<file path="config.mk">
export PLATFORM = sky130hd
export DESIGN_NAME = status_update_ctrl
export DESIGN_NICKNAME = d
export VERILOG_FILES = /design/src/rtl/icache_status_pkg.sv /design/src/rtl/status_victim_sel.sv /design/src/rtl/status_update_ctrl.sv
export SDC_FILE = /design/constraint.sdc
export NUM_CORES = 1
export LEC_CHECK = 0
export CAP_MARGIN = 20
export CORE_ASPECT_RATIO = 0.5
export CORE_MARGIN = 5
export CORE_UTILIZATION = 45
export CTS_CLUSTER_DIAMETER = 200
export DETAILED_ROUTE_END_ITERATION = 8
export PLACE_DENSITY = 0.82
export SYNTH_ARGS = -nofsm -noshare
export SYNTH_HDL_FRONTEND = slang
export SYNTH_SLANG_ARGS = --single-unit
</file>
<file path="constraint.sdc">
create_clock -name clk -period 6.96 [get_ports clk]
set_input_delay 1.044 -clock clk [delete_from_list [all_inputs] [get_ports clk]]
set_output_delay 1.044 -clock clk [all_outputs]
set_load 0.01 [all_outputs]
</file>
<file path="src/rtl/icache_status_pkg.sv">
// Constants and helpers shared by the instruction-cache status array and its
// update controller.
package icache_status_pkg;

  localparam int ADDR_WIDTH    = 4;
  localparam int NUM_ROWS      = 16;
  localparam int NUM_BLOCKS    = 4;
  localparam int BLOCK_WIDTH   = 2;
  localparam int ROW_WIDTH     = NUM_BLOCKS * BLOCK_WIDTH;
  localparam int WAY_WIDTH     = 2;
  localparam int USE_BIT_IDX   = 0;
  localparam int VALID_BIT_IDX = 1;

  typedef enum logic {
    ST_INIT = 1'b0,
    ST_RUN  = 1'b1
  } state_t;

  typedef struct packed {
    logic                  valid;
    logic [ADDR_WIDTH-1:0] addr;
    logic [ROW_WIDTH-1:0]  data;
    logic [NUM_BLOCKS-1:0] wmask;
  } wr_rec_t;

  // Overlay the masked blocks of an in-flight write onto a row read for the same set.
  function automatic logic [ROW_WIDTH-1:0] merge_rec(input logic [ROW_WIDTH-1:0]  row,
                                                     input wr_rec_t               rec,
                                                     input logic [ADDR_WIDTH-1:0] addr);
    logic [ROW_WIDTH-1:0] merged;
    merged = row;
    if (rec.valid && (rec.addr == addr)) begin
      for (int b = 0; b < NUM_BLOCKS; b++) begin
        if (rec.wmask[b]) begin
          merged[b*BLOCK_WIDTH +: BLOCK_WIDTH] = rec.data[b*BLOCK_WIDTH +: BLOCK_WIDTH];
        end
      end
    end
    return merged;
  endfunction

endpackage

</file>
<file path="src/rtl/status_victim_sel.sv">
// Combinational hit/victim decision and status-row update for one set.
module status_victim_sel
  import icache_status_pkg::*;
(
  input  logic [ROW_WIDTH-1:0]  row,
  input  logic [NUM_BLOCKS-1:0] hit_vec,
  output logic                  hit,
  output logic [WAY_WIDTH-1:0]  way,
  output logic [ROW_WIDTH-1:0]  new_row,
  output logic [NUM_BLOCKS-1:0] wmask
);

  logic [NUM_BLOCKS-1:0] blk_valid;
  logic [NUM_BLOCKS-1:0] blk_use;
  logic [NUM_BLOCKS-1:0] sel_onehot;
  logic [NUM_BLOCKS-1:0] new_valid;
  logic [NUM_BLOCKS-1:0] new_use;
  logic                  saturated;
  logic                  hit_any;
  logic                  inv_any;
  logic                  free_any;
  logic [WAY_WIDTH-1:0]  hit_way;
  logic [WAY_WIDTH-1:0]  inv_way;
  logic [WAY_WIDTH-1:0]  free_way;

  genvar gi;
  generate
    for (gi = 0; gi < NUM_BLOCKS; gi++) begin : g_blk
      assign blk_valid[gi] = row[gi*BLOCK_WIDTH + VALID_BIT_IDX];
      assign blk_use[gi]   = row[gi*BLOCK_WIDTH + USE_BIT_IDX];
      assign new_row[gi*BLOCK_WIDTH + VALID_BIT_IDX] = new_valid[gi];
      assign new_row[gi*BLOCK_WIDTH + USE_BIT_IDX]   = new_use[gi];
    end
  endgenerate

  // Scan from the top so the lowest qualifying index is the one left standing.
  always_comb begin
    hit_any  = 1'b0;
    inv_any  = 1'b0;
    free_any = 1'b0;
    hit_way  = '0;
    inv_way  = '0;
    free_way = '0;
    for (int i = NUM_BLOCKS - 1; i >= 0; i--) begin
      if (hit_vec[i]) begin
        hit_any = 1'b1;
        hit_way = WAY_WIDTH'(i);
      end
      if (!blk_valid[i]) begin
        inv_any = 1'b1;
        inv_way = WAY_WIDTH'(i);
      end
      if (!blk_use[i]) begin
        free_any = 1'b1;
        free_way = WAY_WIDTH'(i);
      end
    end
  end

  assign hit = hit_any & blk_valid[hit_way];

  always_comb begin
    way = '0;
    if (hit) begin
      way = hit_way;
    end else if (inv_any) begin
      way = inv_way;
    end else if (free_any) begin
      way = free_way;
    end
  end

  assign sel_onehot = NUM_BLOCKS'(1) << way;
  // Saturation only when every other way is both valid and already used.
  assign saturated  = &((blk_valid & blk_use) | sel_onehot);
  assign new_valid  = blk_valid | sel_onehot;
  assign new_use    = saturated ? sel_onehot : (blk_use | sel_onehot);
  assign wmask      = saturated ? {NUM_BLOCKS{1'b1}} : sel_onehot;

endmodule

</file>
<file path="src/rtl/status_update_ctrl.sv">
// Instruction-cache status update controller: init sweep, hit/victim decision,
// status write-back and forwarding of its own in-flight writes.
module status_update_ctrl
  import icache_status_pkg::*;
(
  input  logic                  clk,
  input  logic                  rst,
  input  logic                  i_halt,
  input  logic                  i_s_valid,
  input  logic [ADDR_WIDTH-1:0] i_s_addr,
  input  logic [ROW_WIDTH-1:0]  i_s_data,
  input  logic [NUM_BLOCKS-1:0] i_s_hit,
  output logic                  o_ready,
  output logic                  o_init_done,
  output logic [ADDR_WIDTH-1:0] o_w_addr,
  output logic [ROW_WIDTH-1:0]  o_w_data,
  output logic [NUM_BLOCKS-1:0] o_w_wmask,
  output logic                  o_w_valid,
  output logic                  o_valid,
  output logic                  o_hit,
  output logic [WAY_WIDTH-1:0]  o_way
);

  state_t                state_reg, state_next;
  logic [ADDR_WIDTH-1:0] cnt_reg, cnt_next;
  logic                  init_done_reg, init_done_next;
  wr_rec_t               f1_reg, f1_next;
  wr_rec_t               f2_reg, f2_next;
  logic                  valid_reg, valid_next;
  logic                  hit_reg, hit_next;
  logic [WAY_WIDTH-1:0]  way_reg, way_next;

  logic [ROW_WIDTH-1:0]  merged_row;
  logic                  sel_hit;
  logic [WAY_WIDTH-1:0]  sel_way;
  logic [ROW_WIDTH-1:0]  sel_row;
  logic [NUM_BLOCKS-1:0] sel_wmask;
  logic                  in_init;

  // Older record first so the newest write wins on overlapping blocks.
  assign merged_row = merge_rec(merge_rec(i_s_data, f2_reg, i_s_addr), f1_reg, i_s_addr);

  status_victim_sel u_victim_sel (
    .row     (merged_row),
    .hit_vec (i_s_hit),
    .hit     (sel_hit),
    .way     (sel_way),
    .new_row (sel_row),
    .wmask   (sel_wmask)
  );

  always_ff @(posedge clk) begin
    if (rst) begin
      state_reg     <= ST_INIT;
      cnt_reg       <= '0;
      init_done_reg <= 1'b0;
      f1_reg        <= '0;
      f2_reg        <= '0;
      valid_reg     <= 1'b0;
      hit_reg       <= 1'b0;
      way_reg       <= '0;
    end else begin
      state_reg     <= state_next;
      cnt_reg       <= cnt_next;
      init_done_reg <= init_done_next;
      f1_reg        <= f1_next;
      f2_reg        <= f2_next;
      valid_reg     <= valid_next;
      hit_reg       <= hit_next;
      way_reg       <= way_next;
    end
  end

  always_comb begin
    state_next     = state_reg;
    cnt_next       = cnt_reg;
    init_done_next = init_done_reg;
    f1_next        = f1_reg;
    f2_next        = f2_reg;
    valid_next     = valid_reg;
    hit_next       = hit_reg;
    way_next       = way_reg;
    if (!i_halt) begin
      case (state_reg)
        ST_INIT: begin
          cnt_next = cnt_reg + 1'b1;
          if (cnt_reg == ADDR_WIDTH'(NUM_ROWS - 1)) begin
            state_next     = ST_RUN;
            init_done_next = 1'b1;
          end
        end
        ST_RUN: begin
          f2_next       = f1_reg;
          f1_next.valid = i_s_valid;
          valid_next    = i_s_valid;
          if (i_s_valid) begin
            f1_next.addr  = i_s_addr;
            f1_next.data  = sel_row;
            f1_next.wmask = sel_wmask;
            hit_next      = sel_hit;
            way_next      = sel_way;
          end
        end
        default: state_next = ST_INIT;
      endcase
    end
  end

  assign in_init     = (state_reg == ST_INIT);
  assign o_ready     = ~in_init & ~i_halt;
  assign o_init_done = init_done_reg;
  assign o_valid     = valid_reg;
  assign o_hit       = hit_reg;
  assign o_way       = way_reg;
  // The sweep write is driven straight from the row counter; run-time writes come from F1.
  assign o_w_valid   = in_init ? 1'b1 : f1_reg.valid;
  assign o_w_addr    = in_init ? cnt_reg : f1_reg.addr;
  assign o_w_data    = in_init ? '0 : f1_reg.data;
  assign o_w_wmask   = in_init ? {NUM_BLOCKS{1'b1}} : f1_reg.wmask;

endmodule

</file>
==> metrics.txt <==
# TYPE chip_impl_metric gauge
chip_impl_info{name="run_status",value="completed"} 1
chip_impl_metric{name="final.min_clock_period",unit="ns"} 4.398
chip_impl_info{name="worst-setup-path-type",value="in2out"} 1
chip_impl_metric{name="detail_route.drc_violations",unit=""} 0
chip_impl_metric{name="fillerInstances",unit=""} 484
chip_impl_metric{name="portion_of_the_post_synthesis_area_used_by_sequential_elements",unit=""} 0.3596
chip_impl_metric{name="place.port_buffers",unit=""} 42
chip_impl_info{name="cell_type_contributing_the_most_total_cell_area_after_synthesis",value="dfxtp_1"} 1
chip_impl_metric{name="synth-compound-area-share",unit=""} 0.2175
chip_impl_metric{name="grt_use_total",unit=""} 0.2049
chip_impl_metric{name="synth_unique_cells",unit=""} 47
chip_impl_info{name="tritoncts",value="done"} 1
chip_impl_metric{name="portion_of_synthesized_cell_area_occupied_by_the_leading_cell_type",unit=""} 0.3596
chip_impl_metric{name="power.density",unit="nW/µm²"} 162.4
chip_impl_metric{name="finalNetCount",unit=""} 369
chip_impl_metric{name="insertion_delay",unit="ns"} 0.30
chip_impl_metric{name="layout.area.seq",unit="µm²"} 860.8
chip_impl_metric{name="clock-skew-final",unit="ns"} 0.006468
chip_impl_metric{name="slew_headroom",unit=""} 0.3547
chip_impl_metric{name="report.final.hold_viol_count",unit=""} 0
chip_impl_metric{name="multi_input_comb_area",unit="µm²"} 1453
chip_impl_metric{name="synthesis.nets",unit=""} 335
chip_impl_info{name="timing.critical_path.from_type",value="input port"} 1
chip_impl_metric{name="total_leakage_power",unit="nW"} 0.9924
chip_impl_metric{name="post_synthesis_cells",unit=""} 314
chip_impl_metric{name="initial_core_util",unit=""} 0.4745
chip_impl_metric{name="fmax",unit="MHz"} 227.4
chip_impl_metric{name="postSynthRegisterBits",unit=""} 43
chip_impl_metric{name="gp_routability_congestion",unit=""} 0.9209
chip_impl_metric{name="drt_first_pass_iters",unit=""} 5
chip_impl_metric{name="place_inst",unit=""} 411
chip_impl_metric{name="setup_tns",unit="ns"} 0
chip_impl_info{name="path_cells",value="clkdlybuf4s50_1 > inv_1 > nand2_1 > inv_1 > clkdlybuf4s50_1"} 1
chip_impl_info{name="cpLargestDelayFamily",value="buffers and inverters"} 1
chip_impl_metric{name="cp_peak_stage_delay",unit="ns"} 0.72
chip_impl_metric{name="cp_data_required_time",unit="ns"} 5.92
chip_impl_metric{name="max-vdd-ir-drop",unit="mV"} 0.08592
chip_impl_metric{name="finalCritPeriodShare",unit=""} 0.6320
chip_impl_metric{name="maxSlewViolCount",unit=""} 0
chip_impl_metric{name="synth_edf_count",unit=""} 0
chip_impl_metric{name="rows",unit=""} 18
chip_impl_metric{name="cts_buffers",unit=""} 5
chip_impl_info{name="worst_hold_path_type",value="reg2reg"} 1
chip_impl_metric{name="crit_buf_inv",unit=""} 4
chip_impl_metric{name="floorplan.die.height",unit="µm"} 61.57
chip_impl_metric{name="fin_cells",unit=""} 419
chip_impl_metric{name="num_io_pins",unit=""} 43
chip_impl_metric{name="max_cap_viol_count",unit=""} 0
chip_impl_metric{name="cts.repair.resized",unit=""} 0
chip_impl_metric{name="vias_in_the_first_global_route",unit=""} 2321
chip_impl_metric{name="synth_area_per_cell",unit="µm²"} 7.623
chip_impl_info{name="cts-root-buf",value="clkbuf_8"} 1
chip_impl_metric{name="synth_warnings",unit=""} 0
chip_impl_metric{name="finalSetupViolations",unit=""} 0
chip_impl_metric{name="gr-total-overflow",unit=""} 0
chip_impl_metric{name="synth-adder-area-share",unit=""} 0.005227
chip_impl_metric{name="number_of_buffers_inserted_by_hold_repair_at_cts",unit=""} 0
chip_impl_metric{name="tightest_slew",unit="ns"} 0.9679
chip_impl_metric{name="ctsLongestPathBuffers",unit=""} 2
chip_impl_metric{name="largest_reg_flops",unit=""} 17
chip_impl_info{name="worstSetupEndpointType",value="output pin"} 1
chip_impl_metric{name="postCtsSetupBuffers",unit=""} 0
chip_impl_metric{name="drt_wl_total",unit="mm"} 6.802
chip_impl_metric{name="drt_via_density",unit=""} 5.749
chip_impl_metric{name="h_tree_levels",unit=""} 2
chip_impl_info{name="yosys_most_used_dff",value="dfxtp_1"} 1
chip_impl_info{name="rsz0062_at_grt",value="false"} 1
chip_impl_info{name="dominant_combinational_cell_family_by_area_after_synthesis",value="simple AND/OR/NAND/NOR gates"} 1
chip_impl_metric{name="grt_max_degree",unit=""} 44
chip_impl_metric{name="synthXorXnorAreaFrac",unit=""} 0.04339
chip_impl_metric{name="antenna_found_initial",unit=""} 0
chip_impl_metric{name="routedWlPerCell",unit="µm"} 16.23
chip_impl_metric{name="post_route_cells_drive_above_1_share",unit=""} 0.06017
chip_impl_metric{name="chipWidth",unit="µm"} 113.1
chip_impl_metric{name="worst-path-max-fanout",unit=""} 20
chip_impl_metric{name="cts.clk_slew.worst_paths",unit="ns"} 0.08
chip_impl_metric{name="synth-simple-area-share",unit=""} 0.3074
chip_impl_metric{name="fp.dieArea",unit="µm²"} 6966
chip_impl_metric{name="asyncSetResetFlopFracSynth",unit=""} 0
chip_impl_metric{name="syn_area",unit="µm²"} 2394
chip_impl_metric{name="place_hpwl",unit="mm"} 4.909
chip_impl_metric{name="syn_to_final_growth",unit="%"} 22.79
chip_impl_metric{name="postRouteAntennaNets",unit=""} 0
chip_impl_metric{name="worst-endpoint-arrival",unit="ns"} 3.35
chip_impl_metric{name="cts.sinks",unit=""} 43
chip_impl_metric{name="muxShareOfSynthArea",unit=""} 0.03346
chip_impl_info{name="slowest_stage",value="inv_1"} 1
chip_impl_metric{name="report.power.total",unit="mW"} 0.4773
chip_impl_metric{name="core",unit="µm²"} 5045
chip_impl_metric{name="detail_route.iter0.violations",unit=""} 266
chip_impl_metric{name="antenna_cells_inserted",unit=""} 0
chip_impl_metric{name="num_vias",unit=""} 2409
chip_impl_info{name="yosys-top-cells-area",value="dfxtp_1 (36%), nand2_1 (9.1%), nor2_1 (6.0%), a21oi_1 (5.9%), and2_1 (3.4%)"} 1
chip_impl_metric{name="grt_pass1_wl",unit="mm"} 11.17
[per-stage QoR]
step / setup slack (ns) / util / hold WS [ns] / area (µm²)
after floorplan: 3.452 / - / 0.4319 / 2394
after global placement: 2.538 / 0.5630 / 0.4402 / 2840
after detailed placement: 2.425 / 0.5630 / 0.4454 / 2840
after CTS: 2.627 / 0.5826 / 0.4569 / 2939
after global routing: 2.445 / 0.5826 / 0.4862 / 2939
final: 2.562 / 0.5826 / 0.4552 / 2939
[per-layer routing]
layer | GRT usage | vias to the layer above | wire, µm
met5 | 0 | - | 0
met4 | 0.05993 | 0 | 52
met3 | 0.03827 | 7 | 477
met2 | 0.3215 | 116 | 2965
met1 | 0.2914 | 1132 | 3306
li1 | - | 1154 | -
[power by group]
group,switching (mW),internal (mW),leakage (nW)
sequential,0.00138,0.247,0.347
clock,0.0910,0.0811,0.0474
combinational,0.0304,0.0265,0.598
total,0.123,0.355,0.992
[kinds of logic after synthesis]
family | Yosys count
adders and majority gates | 1
AOI/OAI and AO/OA | 75
muxes | 7
xor gates and xnor gates | 11
buffers and inverters | 19
and+or+nand+nor | 158
DFF | 43
[cell usage in the layout, fill, tap and decap left out, types with 5 or more instances in the layout]
| cell | n |
|---|---|
| and3_1 | 5 |
| a211oi_1 | 6 |
| nor3_1 | 11 |
| a31oi_1 | 6 |
| o21ai_0 | 15 |
| clkdlybuf4s50_1 | 42 |
| nand4_1 | 5 |
| clkbuf_8 | 6 |
| a21oi_1 | 28 |
| and2_1 | 13 |
| xnor2_1 | 8 |
| dfxtp_1 | 43 |
| nand2b_1 | 6 |
| nor2_1 | 38 |
| nand3_1 | 13 |
| nand2_1 | 58 |
[synth_stat cells (4+ instances only)]
cell type and count:
a211oi_1 6, a31oi_1 6, nor3_1 11, mux2_2 4, nor2_1 38, and2_1 13
dfxtp_1 43, xnor2_1 8, and3_1 5, nand3_1 13, nand4_1 5, a21oi_1 28
o21ai_0 15, nand2b_1 6, clkbuf_1 14, nand2_1 58
[final cells by class]
type / instances / share of cell area
sequential: 43 / 0.2929
clock inverter: 2 / 0.005534
multi-input combinational: 252 / 0.4943
clock buffer: 6 / 0.02810
inverter: 3 / 0.003831
tap: 70 / 0.02980
timing repair buffer: 43 / 0.1456
[worst paths after layout]
| check | slack [ns] | depth (start not counted) | to | startpoint |
|---|---|---|---|---|
| setup reg to reg | 3.01 | 6 | f1_reg[6] | state_reg |
| setup / recovery | 2.56 | 5 | o_ready | i_halt |
| hold / removal | 0.46 | 2 | f2_reg[8] | f2_reg[8] |
| hold reg to reg | 0.46 | 2 | f2_reg[8] | f2_reg[8] |
[worst min-delay path, stage by stage, from the launching register on]
cell and delay [ns]:
dfxtp_1 0.31, nand2_1 0.05, a21oi_1 0.05
No activity file was read; power rests on OpenSTA's default activity.
